`src/rtl/alu_issue_if.sv`:
```
// alu_issue_if: command, ALU-side and result handshake signals of the issue stage.
// The slave view belongs to the issue stage; the master view drives commands,
// models the ALU and consumes results.
interface alu_issue_if #(
  parameter int N = 32
);
  logic         in_valid;
  logic         in_ready;
  logic [4:0]   in_aluop;
  logic [N-1:0] in_a;
  logic [N-1:0] in_b;
  logic [3:0]   in_tag;

  logic [N-1:0] alu_a;
  logic [N-1:0] alu_b;
  logic [4:0]   alu_op;
  logic [N-1:0] alu_result;
  logic         alu_neg;
  logic         alu_ovf;
  logic         alu_cout;

  logic         out_valid;
  logic         out_ready;
  logic [N-1:0] out_result;
  logic [3:0]   out_flags;
  logic         out_err;
  logic [3:0]   out_tag;

  modport slave (
    input  in_valid, in_aluop, in_a, in_b, in_tag,
    input  alu_result, alu_neg, alu_ovf, alu_cout,
    input  out_ready,
    output in_ready,
    output alu_a, alu_b, alu_op,
    output out_valid, out_result, out_flags, out_err, out_tag
  );

  modport master (
    output in_valid, in_aluop, in_a, in_b, in_tag,
    output alu_result, alu_neg, alu_ovf, alu_cout,
    output out_ready,
    input  in_ready,
    input  alu_a, alu_b, alu_op,
    input  out_valid, out_result, out_flags, out_err, out_tag
  );
endinterface

```
`src/rtl/alu_issue_stage.sv`:
```
// alu_issue_stage: command FIFO -> operand register -> result register in front
// of a combinational ALU. Illegal/unsupported opcodes are screened when they
// enter the operand register; result flags are masked per opcode.
module alu_issue_stage #(
  parameter int N     = 32,
  parameter int DEPTH = 4
) (
  input  logic       clk,
  input  logic       rst_n,
  alu_issue_if.slave bus,
  output logic       busy
);
  localparam int PW = $clog2(DEPTH);
  localparam int CW = PW + 1;
  localparam logic [CW-1:0] FULL = CW'(DEPTH);

  localparam logic [4:0] OP_ADDS = 5'b00001;
  localparam logic [4:0] OP_ADDU = 5'b00010;

  logic [N-1:0]  fifo_a   [DEPTH];
  logic [N-1:0]  fifo_b   [DEPTH];
  logic [4:0]    fifo_op  [DEPTH];
  logic [3:0]    fifo_tag [DEPTH];

  logic [PW-1:0] wr_ptr_q, wr_ptr_d, rd_ptr_q, rd_ptr_d;
  logic [CW-1:0] count_q, count_d;
  logic          op_valid_q, op_valid_d, op_err_q, op_err_d;
  logic [N-1:0]  op_a_q, op_a_d, op_b_q, op_b_d;
  logic [4:0]    op_code_q, op_code_d;
  logic [3:0]    op_tag_q, op_tag_d;
  logic          out_valid_q, out_valid_d, out_err_q, out_err_d;
  logic [N-1:0]  out_result_q, out_result_d;
  logic [3:0]    out_flags_q, out_flags_d, out_tag_q, out_tag_d;

  logic          push, pop, advance;
  logic [4:0]    head_op;
  logic          head_legal, pass_nv, pass_c, res_zero;

  function automatic logic op_legal(input logic [4:0] op);
    return !((op == 5'd0) || (op > 5'd19) || (op == 5'd4) || (op == 5'd5) || (op == 5'd7));
  endfunction

  // in_ready looks only at registered occupancy, so a pop never frees a slot
  // for a push in the same cycle.
  assign bus.in_ready = (count_q < FULL);
  assign push         = bus.in_valid & bus.in_ready;
  assign advance      = op_valid_q & (~out_valid_q | bus.out_ready);
  assign pop          = (count_q != '0) & (~op_valid_q | advance);
  assign head_op      = fifo_op[rd_ptr_q];
  assign head_legal   = op_legal(head_op);

  // Screened ops carry alu_op 0, so the opcode compares also mask their flags.
  assign pass_nv  = (op_code_q == OP_ADDS) | (op_code_q == OP_ADDU);
  assign pass_c   = (op_code_q == OP_ADDU);
  assign res_zero = ~op_err_q & (bus.alu_result == '0);

  assign bus.alu_a      = op_a_q;
  assign bus.alu_b      = op_b_q;
  assign bus.alu_op     = op_code_q;
  assign bus.out_valid  = out_valid_q;
  assign bus.out_result = out_result_q;
  assign bus.out_flags  = out_flags_q;
  assign bus.out_err    = out_err_q;
  assign bus.out_tag    = out_tag_q;
  assign busy           = (count_q != '0) | op_valid_q | out_valid_q;

  // FIFO storage; not reset, entries are qualified by count_q.
  always_ff @(posedge clk) begin
    if (push) begin
      fifo_a[wr_ptr_q]   <= bus.in_a;
      fifo_b[wr_ptr_q]   <= bus.in_b;
      fifo_op[wr_ptr_q]  <= bus.in_aluop;
      fifo_tag[wr_ptr_q] <= bus.in_tag;
    end
  end

  // Next state of pointers, occupancy, operand register and result register.
  always_comb begin
    wr_ptr_d     = wr_ptr_q;
    rd_ptr_d     = rd_ptr_q;
    count_d      = count_q;
    op_valid_d   = op_valid_q;
    op_err_d     = op_err_q;
    op_a_d       = op_a_q;
    op_b_d       = op_b_q;
    op_code_d    = op_code_q;
    op_tag_d     = op_tag_q;
    out_valid_d  = out_valid_q;
    out_err_d    = out_err_q;
    out_result_d = out_result_q;
    out_flags_d  = out_flags_q;
    out_tag_d    = out_tag_q;

    if (push) wr_ptr_d = wr_ptr_q + PW'(1);
    if (pop)  rd_ptr_d = rd_ptr_q + PW'(1);
    case ({push, pop})
      2'b10:   count_d = count_q + CW'(1);
      2'b01:   count_d = count_q - CW'(1);
      default: count_d = count_q;
    endcase

    if (pop) begin
      op_valid_d = 1'b1;
      op_err_d   = ~head_legal;
      op_a_d     = fifo_a[rd_ptr_q];
      op_b_d     = fifo_b[rd_ptr_q];
      op_code_d  = head_legal ? head_op : 5'd0;
      op_tag_d   = fifo_tag[rd_ptr_q];
    end else if (advance) begin
      op_valid_d = 1'b0;
    end

    if (advance) begin
      out_valid_d  = 1'b1;
      out_err_d    = op_err_q;
      out_tag_d    = op_tag_q;
      out_result_d = op_err_q ? '0 : bus.alu_result;
      out_flags_d  = {pass_c & bus.alu_cout, pass_nv & bus.alu_neg,
                      pass_nv & bus.alu_ovf, res_zero};
    end else if (out_valid_q & bus.out_ready) begin
      out_valid_d = 1'b0;
    end
  end

  // State registers with asynchronous clear.
  always_ff @(posedge clk or negedge rst_n) begin
    if (!rst_n) begin
      wr_ptr_q     <= '0;
      rd_ptr_q     <= '0;
      count_q      <= '0;
      op_valid_q   <= 1'b0;
      op_err_q     <= 1'b0;
      op_a_q       <= '0;
      op_b_q       <= '0;
      op_code_q    <= '0;
      op_tag_q     <= '0;
      out_valid_q  <= 1'b0;
      out_err_q    <= 1'b0;
      out_result_q <= '0;
      out_flags_q  <= '0;
      out_tag_q    <= '0;
    end else begin
      wr_ptr_q     <= wr_ptr_d;
      rd_ptr_q     <= rd_ptr_d;
      count_q      <= count_d;
      op_valid_q   <= op_valid_d;
      op_err_q     <= op_err_d;
      op_a_q       <= op_a_d;
      op_b_q       <= op_b_d;
      op_code_q    <= op_code_d;
      op_tag_q     <= op_tag_d;
      out_valid_q  <= out_valid_d;
      out_err_q    <= out_err_d;
      out_result_q <= out_result_d;
      out_flags_q  <= out_flags_d;
      out_tag_q    <= out_tag_d;
    end
  end
endmodule

```
`src/flat_wrapper.sv`:
```
// flat-port wrapper written by rule: the top's interface ports become plain ports
module alu_issue_stage_flat 
#(
  parameter int N     = 32,
  parameter int DEPTH = 4
)
  (clk, rst_n, busy, bus_in_valid, bus_in_aluop, bus_in_a, bus_in_b, bus_in_tag, bus_alu_result, bus_alu_neg, bus_alu_ovf, bus_alu_cout, bus_out_ready, bus_in_ready, bus_alu_a, bus_alu_b, bus_alu_op, bus_out_valid, bus_out_result, bus_out_flags, bus_out_err, bus_out_tag);
  alu_issue_if #(.N(N)) bus_i ();
  input  logic clk;
  input  logic rst_n;
  output logic busy;
  input wire logic [$bits(bus_i.in_valid)-1:0] bus_in_valid;
  input wire logic [$bits(bus_i.in_aluop)-1:0] bus_in_aluop;
  input wire logic [$bits(bus_i.in_a)-1:0] bus_in_a;
  input wire logic [$bits(bus_i.in_b)-1:0] bus_in_b;
  input wire logic [$bits(bus_i.in_tag)-1:0] bus_in_tag;
  input wire logic [$bits(bus_i.alu_result)-1:0] bus_alu_result;
  input wire logic [$bits(bus_i.alu_neg)-1:0] bus_alu_neg;
  input wire logic [$bits(bus_i.alu_ovf)-1:0] bus_alu_ovf;
  input wire logic [$bits(bus_i.alu_cout)-1:0] bus_alu_cout;
  input wire logic [$bits(bus_i.out_ready)-1:0] bus_out_ready;
  output wire logic [$bits(bus_i.in_ready)-1:0] bus_in_ready;
  output wire logic [$bits(bus_i.alu_a)-1:0] bus_alu_a;
  output wire logic [$bits(bus_i.alu_b)-1:0] bus_alu_b;
  output wire logic [$bits(bus_i.alu_op)-1:0] bus_alu_op;
  output wire logic [$bits(bus_i.out_valid)-1:0] bus_out_valid;
  output wire logic [$bits(bus_i.out_result)-1:0] bus_out_result;
  output wire logic [$bits(bus_i.out_flags)-1:0] bus_out_flags;
  output wire logic [$bits(bus_i.out_err)-1:0] bus_out_err;
  output wire logic [$bits(bus_i.out_tag)-1:0] bus_out_tag;
  assign bus_i.in_valid = bus_in_valid;
  assign bus_i.in_aluop = bus_in_aluop;
  assign bus_i.in_a = bus_in_a;
  assign bus_i.in_b = bus_in_b;
  assign bus_i.in_tag = bus_in_tag;
  assign bus_i.alu_result = bus_alu_result;
  assign bus_i.alu_neg = bus_alu_neg;
  assign bus_i.alu_ovf = bus_alu_ovf;
  assign bus_i.alu_cout = bus_alu_cout;
  assign bus_i.out_ready = bus_out_ready;
  assign bus_in_ready = bus_i.in_ready;
  assign bus_alu_a = bus_i.alu_a;
  assign bus_alu_b = bus_i.alu_b;
  assign bus_alu_op = bus_i.alu_op;
  assign bus_out_valid = bus_i.out_valid;
  assign bus_out_result = bus_i.out_result;
  assign bus_out_flags = bus_i.out_flags;
  assign bus_out_err = bus_i.out_err;
  assign bus_out_tag = bus_i.out_tag;
  alu_issue_stage #(.N(N), .DEPTH(DEPTH)) u_core (.clk(clk), .rst_n(rst_n), .bus(bus_i), .busy(busy));
endmodule
```
`config.mk`:
```
export PLATFORM = sky130hd
export DESIGN_NAME = alu_issue_stage_flat
export DESIGN_NICKNAME = d
export VERILOG_FILES = /design/src/rtl/alu_issue_if.sv /design/src/rtl/alu_issue_stage.sv /design/src/flat_wrapper.sv
export SDC_FILE = /design/constraint.sdc
export NUM_CORES = 1
export LEC_CHECK = 0
export ABC_AREA = 1
export CAP_MARGIN = 15
export CORE_MARGIN = 3
export CORE_UTILIZATION = 50
export CTS_BUF_LIST = sky130_fd_sc_hd__clkbuf_4 sky130_fd_sc_hd__clkbuf_8
export DETAILED_ROUTE_END_ITERATION = 7
export GPL_TIMING_DRIVEN = 0
export HOLD_SLACK_MARGIN = 0.06
export PLACE_DENSITY_LB_ADDON = 0.08
export SLEW_MARGIN = 25
export SYNTH_ARGS = -nofsm -noshare
export SYNTH_HDL_FRONTEND = slang
export SYNTH_SLANG_ARGS = --single-unit
```
`constraint.sdc`:
```
create_clock -name clk -period 3.8 [get_ports clk]
set_input_delay 0.76 -clock clk [delete_from_list [all_inputs] [get_ports clk]]
set_output_delay 0.76 -clock clk [all_outputs]
set_load 0.03 [all_outputs]
```
==> results of run 1 <==
==> area by class of cell <==
type	instances	area (sq um)	area share, %
plain buffers	72	368	1.81
inverters	42	158	0.777
flip-flops and latches	416	11900	58.5
repair buffers	241	2690	13.3
multi-input cells	732	3360	16.6
well taps	396	495	2.44
diodes	2	5.00	0.0247
clock buffers	102	1230	6.09
clock inverters	20	103	0.506
==> kinds of logic (layout without fill, tap and decap cells) <==
kind of cell / after synthesis / count (layout)
other: 0 / 2
and+or+nand+nor: 469 / 469
adders and majority gates: 6 / 6
AOI/OAI and AO/OA: 253 / 253
xor gates and xnor gates: 4 / 4
buffers and inverters: 114 / 477
DFF: 416 / 416
==> flip-flops by register name (all words and copies together) (netlist names) <==
signal / count
u_core.bus.alu_a: 32
u_core.bus.alu_b: 32
u_core.bus.alu_op: 5
u_core.bus.out_err: 1
u_core.bus.out_flags: 4
u_core.bus.out_result: 32
u_core.bus.out_tag: 4
u_core.bus.out_valid: 1
u_core.count_q: 3
u_core.fifo_a: 128
u_core.fifo_b: 128
u_core.fifo_op: 20
u_core.fifo_tag: 16
u_core.op_err_q: 1
u_core.op_tag_q: 4
u_core.op_valid_q: 1
u_core.rd_ptr_q: 2
u_core.wr_ptr_q: 2
==> report_power, final <==
group	internal, mW	total (mW)	switching [mW]
sequential	6.03	6.53	0.501
clock	2.09	3.78	1.70
combinational	2.54	6.94	4.41
total	10.7	17.3	6.60
==> how the worst min path moves through the flow <==
stage          slack (ns)                             startpoint                               endpoint
4_1_cts              0.08                                  rst_n        u_core.bus.alu_b[1]$_DFFE_PN0P_
6_report              0.1                                  rst_n        u_core.bus.alu_b[1]$_DFFE_PN0P_
5_1_grt              0.09                                  rst_n        u_core.bus.alu_b[2]$_DFFE_PN0P_
3_3_place_gp         0.46    u_core.bus.out_flags[3]$_DFFE_PN0P_    u_core.bus.out_flags[3]$_DFFE_PN0P_
2_1_floorplan        0.45          u_core.count_q[0]$_DFFE_PN0P_          u_core.count_q[0]$_DFFE_PN0P_
3_5_place_dp         0.47  u_core.bus.out_result[24]$_DFFE_PN0P_  u_core.bus.out_result[24]$_DFFE_PN0P_
==> Yosys cell counts, types with 5 or more instances <==
| master | instances | share of area (%) |
|---|---|---|
| buf_2 | 18 | 0.57 |
| dfrtp_1 | 124 | 20 |
| nor4_1 | 5 | 0.20 |
| o21ai_0 | 157 | 5.0 |
| edfxtp_1 | 292 | 56 |
| buf_1 | 13 | 0.31 |
| clkbuf_1 | 23 | 0.55 |
| a21oi_1 | 8 | 0.25 |
| nor2_1 | 349 | 8.3 |
| ha_1 | 5 | 0.40 |
| nand2_1 | 96 | 2.3 |
| inv_1 | 39 | 0.93 |
| a22o_1 | 12 | 0.67 |
| buf_4 | 16 | 0.76 |
| nand3_1 | 13 | 0.41 |
| a31oi_1 | 64 | 2.5 |
==> through the flow <==
stage | area, sq um | cells | power, mW | setup TNS (ns) | utilization, %
after floorplan | 15700 | 1262 | 10.7 | -204.11 | -
after global placement | 18500 | 1882 | 13.3 | -1548.95 | 59.9
after detailed placement | 18900 | 1899 | 13.6 | 0 | 61.5
after CTS | 20300 | 2021 | 17.4 | 0 | 65.8
after global routing | 20300 | 2023 | 18.3 | 0 | 65.8
final | 20300 | 2023 | 17.3 | 0 | 65.8
==> per-layer routing <==
metal / track usage [%] / part of all wire (%) / vias to the layer above / routed length [um]
met5: 0 / 0.088 / - / 34
met4: 7.89 / 2.2 / 4 / 844
met3: 4.94 / 6.5 / 74 / 2510
met2: 38.2 / 49 / 389 / 18800
met1: 30.4 / 43 / 5162 / 16500
li1: - / - / 5053 / -
==> results.json, run 1 <==
{
  "drv_slew": 0,
  "drt_iter0_drc": 919,
  "r2r_end": "u_core.count_q[2]$_DFFE_PN0P_",
  "critical_path_depth": 13,
  "initial_core_util_pct": 51.0,
  "status": "completed",
  "p_leak_nw": 7.59,
  "dp_hpwl_um": 25600,
  "grt_pass1_vias": 10600,
  "clk_pin_slew_ns": 0.06,
  "postSynthAreaPerCell_sq_um": 12.5,
  "overflow": 0,
  "vias": 10700,
  "r2r_slack_ns": 1.17,
  "ys_seq_area_share_pct": 75.5,
  "finalCriticalPeriod_ns": 2.90,
  "cp-end-kind": "register",
  "synthAdderAreaFrac_pct": 0.525,
  "first_pass_iters": 5,
  "maxCapViolCount": 0,
  "async_reset_ff_share_pct": 29.8,
  "worst-slew-pin-transition_ns": 0.709,
  "cts_resized": 0,
  "synth_area_sq_um": 15700,
  "max_freq_ghz": 0.345,
  "crit_end": "u_core.count_q[2]$_DFFE_PN0P_",
  "r2r_start": "u_core.count_q[0]$_DFFE_PN0P_",
  "path_class": "in -> reg",
  "synthSimpleGateAreaFrac_pct": 11.5,
  "path_buf_inv": 6,
  "pre_cts_slack_ns": 0.329,
  "synth_edf_count": 292,
  "finalWorstSetupSlack_ns": 0.898,
  "worstPathRequired_ns": 4.25,
  "die_y_um": 183,
  "route.antenna.remaining_nets": 0,
  "routabilityCongestion": 0.849,
  "start_kind": "input port",
  "ir_worst_vdd_mv": 0.444,
  "rsz0062_at_grt": "no",
  "antenna_found_initial": 4,
  "synth-compound-area-share_pct": 8.95,
  "fp.dieW_um": 183,
  "fin_worst_skew_ns": 0.0230,
  "crit_top_cell": "inv_1",
  "synth_nets": 1380,
  "cts_setup_buffers": 0,
  "cts_buffers": 68,
  "layout-drive-gt1-share_pct": 10.6,
  "cp_cell_sequence": "clkdlybuf4s50_1 -> inv_1 -> nand3_1 -> nand2_1 -> inv_2 -> buf_4 -> buf_2 -> ha_1 -> inv_1 -> fa_1 -> a21oi_1 -> o21ai_0 -> xor2_1",
  "worst_ep_arrival_time_ns": 3.35,
  "avgRoutedWirePerCell_um": 19.1,
  "wl_um": 38700,
  "hp-class": "in -> async",
  "crit_start": "bus_out_ready",
  "cts_tree": "yes",
  "syn_to_final_growth_pct": 29.0,
  "hold_violations": 0,
  "design.die.area_sq_um": 33600,
  "cp_slowest_stage_delay_ns": 0.47,
  "io_pins": 225,
  "cts_hold_buf": 0,
  "grt_pass1_wl_um": 59200,
  "clock_path_buffers": 3,
  "synth_top_family_by_area": "simple AND/OR/NAND/NOR gates",
  "grtUsageTotal_pct": 23.0,
  "yosysWarnings": 0,
  "design.core.area_sq_um": 30800,
  "cts.sinks": 416,
  "fill_cells": 2345,
  "final_common_cell": "nor2_1",
  "cts_max_level": 3,
  "p_per_area_nw_per_um2": 850,
  "r2r_cells": 12,
  "ys.flop_type": "edfxtp_1",
  "vias_per_cell": 5.28,
  "synth-seq-cells": 416,
  "final_nets": 1691,
  "maxSlewHeadroom_pct": 52.7,
  "fin_hold_ws_ns": 0.0985,
  "synth_xor_area_share_pct": 0.223,
  "root_buffer": "clkbuf_8",
  "path_delay_family": "buffers and inverters",
  "synth.distinct_cells": 30,
  "port_buffers": 224,
  "layout_common_cells": "345 x nor2_1, 292 x edfxtp_1, 223 x clkdlybuf4s50_1",
  "clk_latency_ns": 0.57,
  "synthCells": 1262,
  "cp_max_fo": 10,
  "grt_max_degree": 82,
  "setup_viol": 0,
  "synth.area.mux_share_pct": 0,
  "cp_slowest_cell": "clkdlybuf4s50_1",
  "fin_crit_sh_pct": 76.4,
  "num_rows": 64,
  "drc": 0
}
Power figures use the tool's default switching activity.
==> run 2, diff against run 1 <==
clock period = 2.52 ns   (was 3.8 ns; I/O delays follow)
==> run 2 against run 1 <==
First-iteration DRC count decreased by 22%. Clock power grew 59%. Die area stayed put. Hold slack better by 0.38 ns. Core utilization increased by 0.27 points. Final cell count unchanged.
==> results.json, run 2 (synthesis results as in run 1) <==
{
  "avgRoutedWirePerCell_um": 19.2,
  "drc": 0,
  "maxCapViolCount": 0,
  "share_comb_of_total_power_pct": 39.8,
  "antenna_found_initial": 5,
  "worstPathRequired_ns": 2.96,
  "die_y_um": 183,
  "intPower_mw": 16.4,
  "rsz0062_at_grt": "no",
  "final_util_pct": 66.1,
  "route.antenna.remaining_nets": 0,
  "worst-slew-pin-transition_ns": 0.714,
  "first_pass_iters": 5,
  "grt_pass1_wl_um": 60600,
  "design.die.area_sq_um": 33600,
  "final_nets": 1692,
  "crit_top_cell": "inv_1",
  "overflow": 0,
  "setup_viol": 0,
  "cts.sinks": 416,
  "layout-drive-gt1-share_pct": 10.8,
  "root_buffer": "clkbuf_8",
  "worst_ep_arrival_time_ns": 2.74,
  "io_pins": 225,
  "switchingPower_mw": 9.98,
  "port_buffers": 224,
  "hp-class": "in -> async",
  "clk_latency_ns": 0.58,
  "clockPowerShare_pct": 22.8,
  "syn_to_final_growth_pct": 29.5,
  "cp_slowest_cell": "clkdlybuf4s50_1",
  "cts_max_level": 3,
  "switching_share_pct": 37.9,
  "status": "completed",
  "wl_um": 38800,
  "cp_cell_sequence": "clkdlybuf4s50_1 -> inv_1 -> nand3_1 -> nand2_2 -> inv_4 -> buf_6 -> ha_1 -> inv_1 -> fa_1 -> a21oi_1 -> o21ai_0 -> xor2_1",
  "num_rows": 64,
  "fin_worst_skew_ns": 0.0200,
  "cts_buffers": 69,
  "p_seq_share_pct": 37.4,
  "vias": 10600,
  "layout_common_cells": "345 x nor2_1, 292 x edfxtp_1, 222 x clkdlybuf4s50_1",
  "routabilityCongestion": 0.814,
  "initial_core_util_pct": 51.0,
  "max_freq_ghz": 0.435,
  "fin_crit_sh_pct": 91.3,
  "cp-end-kind": "register",
  "cts_tree": "yes",
  "dp_hpwl_um": 25400,
  "cp_slowest_stage_delay_ns": 0.46,
  "fp.dieW_um": 183,
  "clock_path_buffers": 3,
  "ir_worst_vdd_mv": 0.616,
  "finalCriticalPeriod_ns": 2.30,
  "p_leak_nw": 7.62,
  "reg_top3": "u_core.fifo_a x128, u_core.fifo_b x128",
  "grt_pass1_vias": 11000,
  "grt_max_degree": 66,
  "cp_max_fo": 19,
  "drv_slew": 0,
  "final_common_cell": "nor2_1",
  "clk_pin_slew_ns": 0.06,
  "fin_hold_ws_ns": 0.474,
  "cts_setup_buffers": 0,
  "grtUsageTotal_pct": 23.3,
  "hold_violations": 0,
  "start_kind": "input port",
  "path_class": "in -> reg",
  "p_total_mw": 26.3,
  "maxSlewHeadroom_pct": 52.4,
  "vias_per_cell": 5.25,
  "p_per_area_nw_per_um2": 1290,
  "design.core.area_sq_um": 30800,
  "drt_iter0_drc": 719
}
run 2: cell count changes in the layout (fill, tap and decap cells not counted), sizes merged:
cell,delta
dlygate4sd3,+1
bufinv,+2
clkinv,-6
dlymetal6s2s,+1
clkdlybuf4s50,-1
buf,-1
clkbuf,+4
run 2: worst paths after layout:
kind	start	endpoint	slack [ns]	cells after the start
min in group clk	u_core.count_q[0]$_DFFE_PN0P_	u_core.count_q[0]$_DFFE_PN0P_	0.48	1
max reg2reg	u_core.count_q[0]$_DFFE_PN0P_	u_core.count_q[2]$_DFFE_PN0P_	0.23	11
max	bus_out_ready	u_core.count_q[2]$_DFFE_PN0P_	0.22	12
max in group asynchronous	rst_n	u_core.bus.alu_a[30]$_DFFE_PN0P_	1.29	3
min reg2reg	u_core.count_q[0]$_DFFE_PN0P_	u_core.count_q[0]$_DFFE_PN0P_	0.48	1
min	rst_n	u_core.bus.alu_b[5]$_DFFE_PN0P_	0.47	2
run 2: area by class of cell:
class | instances | area (sq um)
fill | 2368 | 10500
sequential | 416 | 11900
tap | 396 | 495
clock inverter | 16 | 134
timing repair buffer | 242 | 2700
multi-input combinational | 732 | 3360
clock buffer | 106 | 1280
inverter | 42 | 160
buffer | 71 | 367
antenna | 2 | 5.00
run 2: critical path: cells and delay by family:
family | cells | cell delay [ns]
and+or+nand+nor | 2 | 0.24
AOI/OAI and AO/OA | 2 | 0.26
adders and majority gates | 2 | 0.62
xor gates and xnor gates | 1 | 0.15
buffers and inverters | 5 | 0.95
run 2: routing by layer:
| layer | track usage, % | vias to the layer above | wire [um] |
|---|---|---|---|
| li1 | - | 5053 | - |
| met1 | 31.2 | 5101 | 16600 |
| met2 | 38.5 | 393 | 18600 |
| met5 | 0 | - | 54 |
| met3 | 4.98 | 73 | 2710 |
| met4 | 7.71 | 6 | 748 |
run 2: what timing repair did:
| action | in CTS | in global routing |
|---|---|---|
| hold buffers | 1 | 0 |
| resized for setup | 0 | 4 |
| endpoints found under the setup margin | 1 | 2 |
| cloned | 0 | 0 |
| endpoints found under the hold margin | 59 | 0 |
run 2: power by group through the flow:
stage                     Combinational [mW]  Sequential, mW  Clock [mW]
after floorplan                         4.53            11.5           0
after global placement                  10.0            10.0           0
after detailed placement                10.6            9.96           0
after CTS                               10.6            9.85        6.14
after global routing                    11.5            10.0        6.50
final                                   10.5            9.83        6.00
run 2: stage by stage:
stage,worst slack [ns],setup TNS [ns],cell area [sq um],std cells
after floorplan,-0.596,-174.11,15700,1262
after global placement,-4.70,-1356.93,18500,1882
after detailed placement,-0.769,-3.17,18900,1899
after CTS,0.0235,0,20400,2021
after global routing,0.0170,0,20400,2023
final,0.220,0,20400,2023
